## config.mk

```make
export PLATFORM = sky130hd
export DESIGN_NAME = core_sequencer
export DESIGN_NICKNAME = d
export VERILOG_FILES = /design/src/rtl/isa_shared_pkg.sv /design/src/rtl/core_sequencer_bus_watchdog.sv /design/src/rtl/core_sequencer.sv
export SDC_FILE = /design/constraint.sdc
export NUM_CORES = 1
export LEC_CHECK = 0
export ABC_AREA = 1
export CAP_MARGIN = 20
export CORE_UTILIZATION = 46
export DETAILED_ROUTE_END_ITERATION = 8
export PLACE_DENSITY = 0.74
export SLEW_MARGIN = 40
export SYNTH_ARGS = -nofsm -noshare
export SYNTH_HDL_FRONTEND = slang
export SYNTH_SLANG_ARGS = --single-unit
```

## constraint.sdc

```tcl
create_clock -name clk -period 1.5 [get_ports clk]
set_input_delay 0.15 -clock clk [delete_from_list [all_inputs] [get_ports clk]]
set_output_delay 0.15 -clock clk [all_outputs]
set_load 0.01 [all_outputs]
```

## src/rtl/isa_shared_pkg.sv

```systemverilog
// rtl/isa_shared_pkg.sv - shared ISA encodings and control-sequencer types
package isa_shared;

  typedef enum logic [2:0] {
    ALU_NOP = 3'd0,
    ALU_ADD = 3'd1,
    ALU_SUB = 3'd2,
    ALU_AND = 3'd3,
    ALU_OR  = 3'd4,
    ALU_XOR = 3'd5,
    ALU_SLT = 3'd6,
    ALU_SLL = 3'd7
  } alu_op_t;

  typedef enum logic [2:0] {
    IMM_NOP  = 3'd0,
    IMM_3120 = 3'd1,
    IMM_S    = 3'd2,
    IMM_B    = 3'd3,
    IMM_U    = 3'd4,
    IMM_J    = 3'd5
  } imm_op_t;

  typedef enum logic [2:0] {
    S_RESET     = 3'd0,
    S_FETCH     = 3'd1,
    S_DECODE    = 3'd2,
    S_EXECUTE   = 3'd3,
    S_MEM       = 3'd4,
    S_WRITEBACK = 3'd5,
    S_TRAP      = 3'd6
  } ctrl_state_t;

  typedef enum logic [1:0] {
    TRAP_NONE    = 2'd0,
    TRAP_ILLEGAL = 2'd1,
    TRAP_BUS     = 2'd2
  } trap_cause_t;

endpackage

```

## src/rtl/core_sequencer_bus_watchdog.sv

```systemverilog
// rtl/core_sequencer_bus_watchdog.sv - memory-request timeout counter
// timeout fires on the MEM_TIMEOUT-th unanswered cycle of one request; 0 disables it.
module bus_watchdog #(
  parameter int MEM_TIMEOUT = 16
) (
  input  logic clk,
  input  logic rst,
  input  logic clear,
  input  logic active,
  input  logic ready,
  output logic timeout
);

  localparam int CW = (MEM_TIMEOUT > 1) ? $clog2(MEM_TIMEOUT) : 1;

  logic [CW-1:0] r_count;

  always_ff @(posedge clk) begin
    if (rst || clear) begin
      r_count <= '0;
    end else if (active && !ready) begin
      r_count <= r_count + CW'(1);
    end
  end

  assign timeout = (MEM_TIMEOUT != 0) && active && !ready &&
                   (r_count == CW'(MEM_TIMEOUT - 1));

endmodule

```

## src/rtl/core_sequencer.sv

```systemverilog
// rtl/core_sequencer.sv - multi-cycle fetch/decode/execute/mem/writeback control FSM
// Strobes decode from the registered state; only ir_load looks at mem_ready directly.
module core_sequencer
  import isa_shared::*;
#(
  parameter int MEM_TIMEOUT   = 16,
  parameter int INSTRET_WIDTH = 32
) (
  input  logic                     clk,
  input  logic                     rst,
  input  logic [2:0]               dec_alu_op,
  input  logic [2:0]               dec_imm_op,
  input  logic                     dec_mem_read,
  input  logic                     dec_mem_write,
  input  logic                     dec_reg_write,
  input  logic                     mem_ready,
  output logic                     mem_req,
  output logic                     mem_we,
  output logic                     mem_addr_sel,
  output logic                     ir_load,
  output logic                     pc_inc,
  output logic                     rf_we,
  output logic                     wb_sel,
  output logic                     halted,
  output logic [1:0]               trap_cause,
  output logic [2:0]               state,
  output logic [INSTRET_WIDTH-1:0] instret
);

  ctrl_state_t              r_state;
  ctrl_state_t              w_next;
  trap_cause_t              r_trap_cause;
  trap_cause_t              w_cause_next;
  logic [INSTRET_WIDTH-1:0] r_instret;
  logic                     w_wd_active;
  logic                     w_wd_clear;
  logic                     w_timeout;

  assign w_wd_active = (r_state == S_FETCH) || (r_state == S_MEM);
  assign w_wd_clear  = ((w_next == S_FETCH) || (w_next == S_MEM)) && (w_next != r_state);

  bus_watchdog #(
    .MEM_TIMEOUT(MEM_TIMEOUT)
  ) u_watchdog (
    .clk    (clk),
    .rst    (rst),
    .clear  (w_wd_clear),
    .active (w_wd_active),
    .ready  (mem_ready),
    .timeout(w_timeout)
  );

  always_ff @(posedge clk) begin
    if (rst) begin
      r_state      <= S_RESET;
      r_trap_cause <= TRAP_NONE;
      r_instret    <= '0;
    end else begin
      r_state      <= w_next;
      r_trap_cause <= w_cause_next;
      if (r_state == S_WRITEBACK) begin
        r_instret <= r_instret + INSTRET_WIDTH'(1);
      end
    end
  end

  always_comb begin
    w_next       = r_state;
    w_cause_next = r_trap_cause;
    mem_req      = 1'b0;
    mem_we       = 1'b0;
    mem_addr_sel = 1'b0;
    pc_inc       = 1'b0;
    rf_we        = 1'b0;
    wb_sel       = 1'b0;
    halted       = 1'b0;
    case (r_state)
      S_RESET: w_next = S_FETCH;
      S_FETCH: begin
        mem_req = 1'b1;
        if (mem_ready) begin
          w_next = S_DECODE;
        end else if (w_timeout) begin
          w_next       = S_TRAP;
          w_cause_next = TRAP_BUS;
        end
      end
      S_DECODE: begin
        if ((dec_alu_op == ALU_NOP && dec_imm_op == IMM_NOP) ||
            (dec_mem_read && dec_mem_write)) begin
          w_next       = S_TRAP;
          w_cause_next = TRAP_ILLEGAL;
        end else begin
          w_next = S_EXECUTE;
        end
      end
      S_EXECUTE: w_next = (dec_mem_read || dec_mem_write) ? S_MEM : S_WRITEBACK;
      S_MEM: begin
        mem_req      = 1'b1;
        mem_addr_sel = 1'b1;
        mem_we       = dec_mem_write;
        if (mem_ready) begin
          w_next = S_WRITEBACK;
        end else if (w_timeout) begin
          w_next       = S_TRAP;
          w_cause_next = TRAP_BUS;
        end
      end
      S_WRITEBACK: begin
        rf_we  = dec_reg_write;
        wb_sel = dec_mem_read;
        pc_inc = 1'b1;
        w_next = S_FETCH;
      end
      S_TRAP:  halted = 1'b1;
      default: w_next = S_RESET;
    endcase
  end

  assign ir_load    = mem_ready && (r_state == S_FETCH);
  assign trap_cause = r_trap_cause;
  assign state      = r_state;
  assign instret    = r_instret;

endmodule

```

======== Word-level counts from Yosys, hierarchy flattened ========
Cells that the tools add are included.
storage, ports and cells
  bits in registers ....................... 41
  bits in latches ......................... 0
  RAM bits ................................ 0
  bits in read-only memories .............. 0
  logic and storage cells ................. 55
  memories ................................ 0
cells by class
  add/subtract/negate cells ............... 2
  $mul .................................... 0
  div/mod/pow operators ................... 0
  order comparisons ....................... 0
  equal/unequal tests ..................... 13
  shifts and indexed selects .............. 0
  multiplexer cells ....................... 17
  bitwise operators ....................... 0
  reductions and logical operators ........ 19
operators by type and width
  cell                     count
  $add A32 B1 Y32 const B  1
  $pmux W3 S6              1
  $eq A3 B3 Y1 const B     4
  $mux W3                  4
  $logic_not A3 Y1         3
  $mux W1                  8
  $eq A3 B1 Y1 const B     2
  $eq A3 B2 Y1 const B     2
  $logic_and A1 B1 Y1      6
  $mux W2                  3
  $logic_or A1 B1 Y1       5
  $add A4 B1 Y4 const B    1
  $eq A4 B4 Y1 const B     1
  $ne A2 B2 Y1 const B     2
  $pmux W2 S2              1
  $reduce_and A4 Y1        1
  $reduce_or A2 Y1         2
  $ne A3 B3 Y1             1
  $ne A2 B1 Y1 const B     1
  $reduce_bool A2 Y1       1
  $logic_not A1 Y1         1

======== Longest topological paths before layout ========
  depth after elaboration ................. 11
  depth in mapped cells ................... 12

======== Hierarchy ========
From an unflattened synthesis, not the netlist that was laid out.
unflattened totals
  cell total of the unflattened synthesis .. 350
  area total of the unflattened synthesis .. 2248.4 um2
modules (own cells, without submodules)
  module          instances  cells an instance  area each (um2)  seq. area each (um2)
  core_sequencer  1          321                2035.7           740.7
  bus_watchdog    1          29                 212.7            80.1

======== Least setup slack after synthesis ========
Ideal clock, no wire load.
  path kind ............................... reg-to-reg
  start point ............................. register r_state[2], in the netlist state[2]
  end point ............................... register u_watchdog.r_count[1]
  setup time .............................. 109 ps
  data arrival time ....................... 1391 ps
  data required time ...................... 1391 ps
  path slack .............................. 0 ps
  cell stages (with the launch flop) ...... 13
  cell sequence ........................... dfxtp_1 > buf_2 > inv_1 > nand3_1 > nand2_2 > nand2_2 > nor2_2 > nor2_1 > nand2_1 > nand2_1 > nand3_2 > nand2_1 > inv_1
on the way
  longest elaborated chain between the ends .. 11
  elaborated cells between the ends (all ways) .. 21
RTL lines
  item                                                 line                                                                  source
  start: declaration                                   core_sequencer.sv:30                                                  ctrl_state_t r_state;
  start signal: assignment                             core_sequencer.sv:59                                                  r_state <= w_next;
  $eq A3 B1 Y1 / $eq A3 B3 Y1 (equally long branches)  core_sequencer.sv:39, core_sequencer.sv:77
  $logic_or A1 B1 Y1                                   core_sequencer.sv:39                                                  assign w_wd_active = (r_state == S_FETCH) || (r_state == S_MEM);
  $logic_and A1 B1 Y1                                  core_sequencer_bus_watchdog.sv:21, core_sequencer_bus_watchdog.sv:26
  $logic_and A1 B1 Y1                                  core_sequencer_bus_watchdog.sv:26                                     assign timeout = (MEM_TIMEOUT != 0) && active && !ready &&
  $mux W3                                              core_sequencer.sv:83, core_sequencer.sv:104
  $mux W3 (on tied branches)                           core_sequencer.sv:102, core_sequencer.sv:81
  $pmux W3 S6                                          core_sequencer.sv:77                                                  case (r_state)
  $eq A3 B1 Y1 / $eq A3 B3 Y1 (equally long branches)  core_sequencer.sv:40                                                  assign w_wd_clear = ((w_next == S_FETCH) || (w_next == S_MEM)) && (w_next != r_state);
  $logic_or A1 B1 Y1                                   core_sequencer.sv:40
  $logic_and A1 B1 Y1                                  core_sequencer.sv:40
  $logic_or A1 B1 Y1                                   core_sequencer_bus_watchdog.sv:19                                     if (rst || clear) begin
  end signal: assignment                               core_sequencer_bus_watchdog.sv:22                                     r_count <= r_count + CW'(1);
  end: declaration                                     core_sequencer_bus_watchdog.sv:16                                     logic [CW-1:0] r_count;
Several ways; a longest one is shown, not always the timed one.
A chain may end at the register's enable or synchronous reset.

======== Worst setup path in the final report ========
  start point ............................. register r_instret[1], in the netlist instret[1]
  end point ............................... register r_instret[23], in the netlist instret[23]
on the way
  longest elaborated chain between the ends .. 1
RTL lines
  item                      line                  source
  start: declaration        core_sequencer.sv:34  logic [INSTRET_WIDTH-1:0] r_instret;
  start signal: assignment  core_sequencer.sv:62  r_instret <= r_instret + INSTRET_WIDTH'(1);
  $add A32 B1 Y32           core_sequencer.sv:62
Every way passes these cells.

==> reports/qor.yml <==
status: "finished, violations left"
violations: "setup timing"
numCtsBuffers: 5
final_common_cell: "nand2_1"
synth_nets: 412
num_antenna_cells: 0
netlist-cell-type-count: 31
hold_class: "reg2reg"
syn_inst: 398
syn_area_per_cell_um2: 6.33
reg2reg_from: "instret[1]"
worst_path_most_repeated_cell: "nor2_4"
async_flop_share_pct: 0
gr-total-overflow: 0
insertion_delay_ns: 0.29
slew_headroom_pct: 79.6
numPortBuffers: 56
ioPinCount: 57
pwr_density_cell_nw_per_um2: 597
met3_length_um: 632
clk_pin_slew_worst_paths_ns: 0.08
syn_to_final_growth_pct: 61.0
yosysWarningCount: 0
routed_wl_um: 8090
crit_fanout: 4
cts-root-buf: "clkbuf_8"
gp_congestion: 0.932
startpoint_type: "flop"
die_area_um2: 5780
ys_seq_area_share_pct: 32.6
core_um2: 5200
die_x_um: 76.0
drcViolationCount: 0
cap_violations: 0
grt_util_all_layers_pct: 25.7
fmax_mhz: 618
crit_path_end_kind: "flop"
critPathKind: "reg2reg"
vdd_drop_max_mv: 0.449
h-tree-depth: 2
worstMarginPinSlew_ns: 0.303
fin_cells: 587
cts_buffer_depth: 2
startpoint: "instret[1]"
wl_met2_um: 4040
worst_slack_ns: -0.118
fp.dieH_um: 76.0
grt_first_pass_wirelength_um: 12100
cp_slowest_stage_delay_ns: 0.38
dp.cells: 560
rows: 26
grt_setup_unrepaired: "yes"
crit_path_cell_trace: "nand3_1 > nor2_8 > buf_6 > nand2_4 > nor2_4 > nand2_2 > nor2_4 > xnor2_2 > nor2_1"
hpwl_um: 5470
cp_slowest_cell: "dfxtp_4"
grt_pass1_vias: 2685
postRouteAntennaNets: 0
critPathRequiredTime_ns: 1.68
fin_nets: 530
grt_max_degree: 23
vias_per_cell: 5.22
arrival_ns: 1.79
slew_violations: 0
fin_crit_ns: 1.62
clock_skew_ns: 0.00589
p_total_uw: 2420
period_share_pct: 108
hold_start: "trap_cause[0]"
postLayoutCoreUtil_pct: 77.9
ys_seq_elements: 41
p_leak_uw: 0.00180
cts_tree: "built"
routedWlPerCell_um: 13.8
final_layout_size_suffix_gt1_share_pct: 35.6
yosys_most_used_dff: "dfxtp_1"
finalHoldViolations: 0
drt_iter0_drc: 190
start_util_pct: 48.4
clock_sinks: 41
top_layer_used: "met4"
final_cell_mix: "nand2_1 (102), buf_4 (58), inv_1 (47)"
antenna_found_initial: 0
drt-pass1-iter-count: 5
wl_met1_um: 3180
synth_area_um2: 2520
synth_edf_count: 0
routed-via-count: 3062
setup_viol: 5
per-layer routing:
layer	vias up	track usage, %
li1	1499	-
met1	1386	32.7
met2	142	44.6
met3	35	4.31
met4	0	7.12
met5	-	0
synth_stat cells, drive strengths merged (2+ instances only):
master  count  share of area (%)
o21ai       9                1.8
buf         2               0.40
clkbuf      4               0.60
dfxtp      41                 33
nand4       8                2.0
inv        53                7.9
o21a        4                1.2
nor2       68                 12
a21oi      26                5.2
nand2     119                 18
nand3b      3                1.4
xnor2       3                1.0
ha          2               0.99
nor3       18                5.1
xor2        2               0.70
nand3      33                7.8
repair_timing:
item,4_1_cts,5_1_grt
resized for setup,40,104
hold buffers,0,0
setup endpoints to repair,32,46
pin swaps,5,26
setup buffers,8,11
path summary, 6_finish.rpt:
| kind | to | slack, ns | cells past startpoint |
|---|---|---|---|
| max | instret[23] | -0.12 | 9 |
| min reg2reg | trap_cause[0] | 0.46 | 2 |
| min | trap_cause[0] | 0.46 | 2 |
| max reg2reg | instret[23] | -0.12 | 9 |
report_power, final:
part           switching (uW)  leakage [uW]  internal [uW]
Clock                     390     0.0000542            416
Sequential               25.7      0.000347           1090
Combinational             261       0.00139            235
Total                     676       0.00180           1750
final cells by class:
cell class / count / area [um^2]
flip-flops and latches: 41 / 882
fillers: 372 / 1150
repair buffers: 117 / 1010
clock inverters: 1 / 5.00
inverters: 53 / 206
clock buffers: 7 / 96.3
well taps: 70 / 87.6
multi-input cells: 298 / 1760
stage by stage:
| step | worst slack [ns] | setup TNS [ns] | hold WS (ns) | instance area (um^2) |
|---|---|---|---|---|
| 6_report | -0.118 | -0.383 | 0.460 | 4060 |
| 5_1_grt | -0.173 | -1.45 | 0.495 | 4060 |
| 4_1_cts | -0.0663 | -0.338 | 0.483 | 3680 |
| 3_5_place_dp | -0.108 | -1.00 | 0.471 | 3460 |
| 3_3_place_gp | -0.0514 | -0.236 | 0.449 | 3460 |
| 2_1_floorplan | 0.0111 | 0 | 0.305 | 2520 |
state kept, by name, summed over array words and instances (netlist names):
| register | flops |
|---|---|
| u_watchdog.r_count | 4 |
| state | 3 |
| instret | 32 |
| trap_cause | 2 |
cell families (layout without fill, tap and decap cells):
group / count (synthesis) / after routing / synth area share, %
mux: 1 / 1 / 0.447
simple gates: 250 / 250 / 46.8
compound gates: 40 / 40 / 8.54
fa+ha+maj: 2 / 2 / 0.993
buf+inv: 59 / 178 / 8.89
flops: 41 / 41 / 32.6
xor+xnor: 5 / 5 / 1.74
critical path: cells and delay by family, from the launching register on:
kind | cells | cell delay, ns
xor gates and xnor gates | 1 | 0.13
and+or+nand+nor | 7 | 0.88
DFF | 1 | 0.38
buffers and inverters | 1 | 0.12
Note: power is estimated with default switching activity, not from simulation.
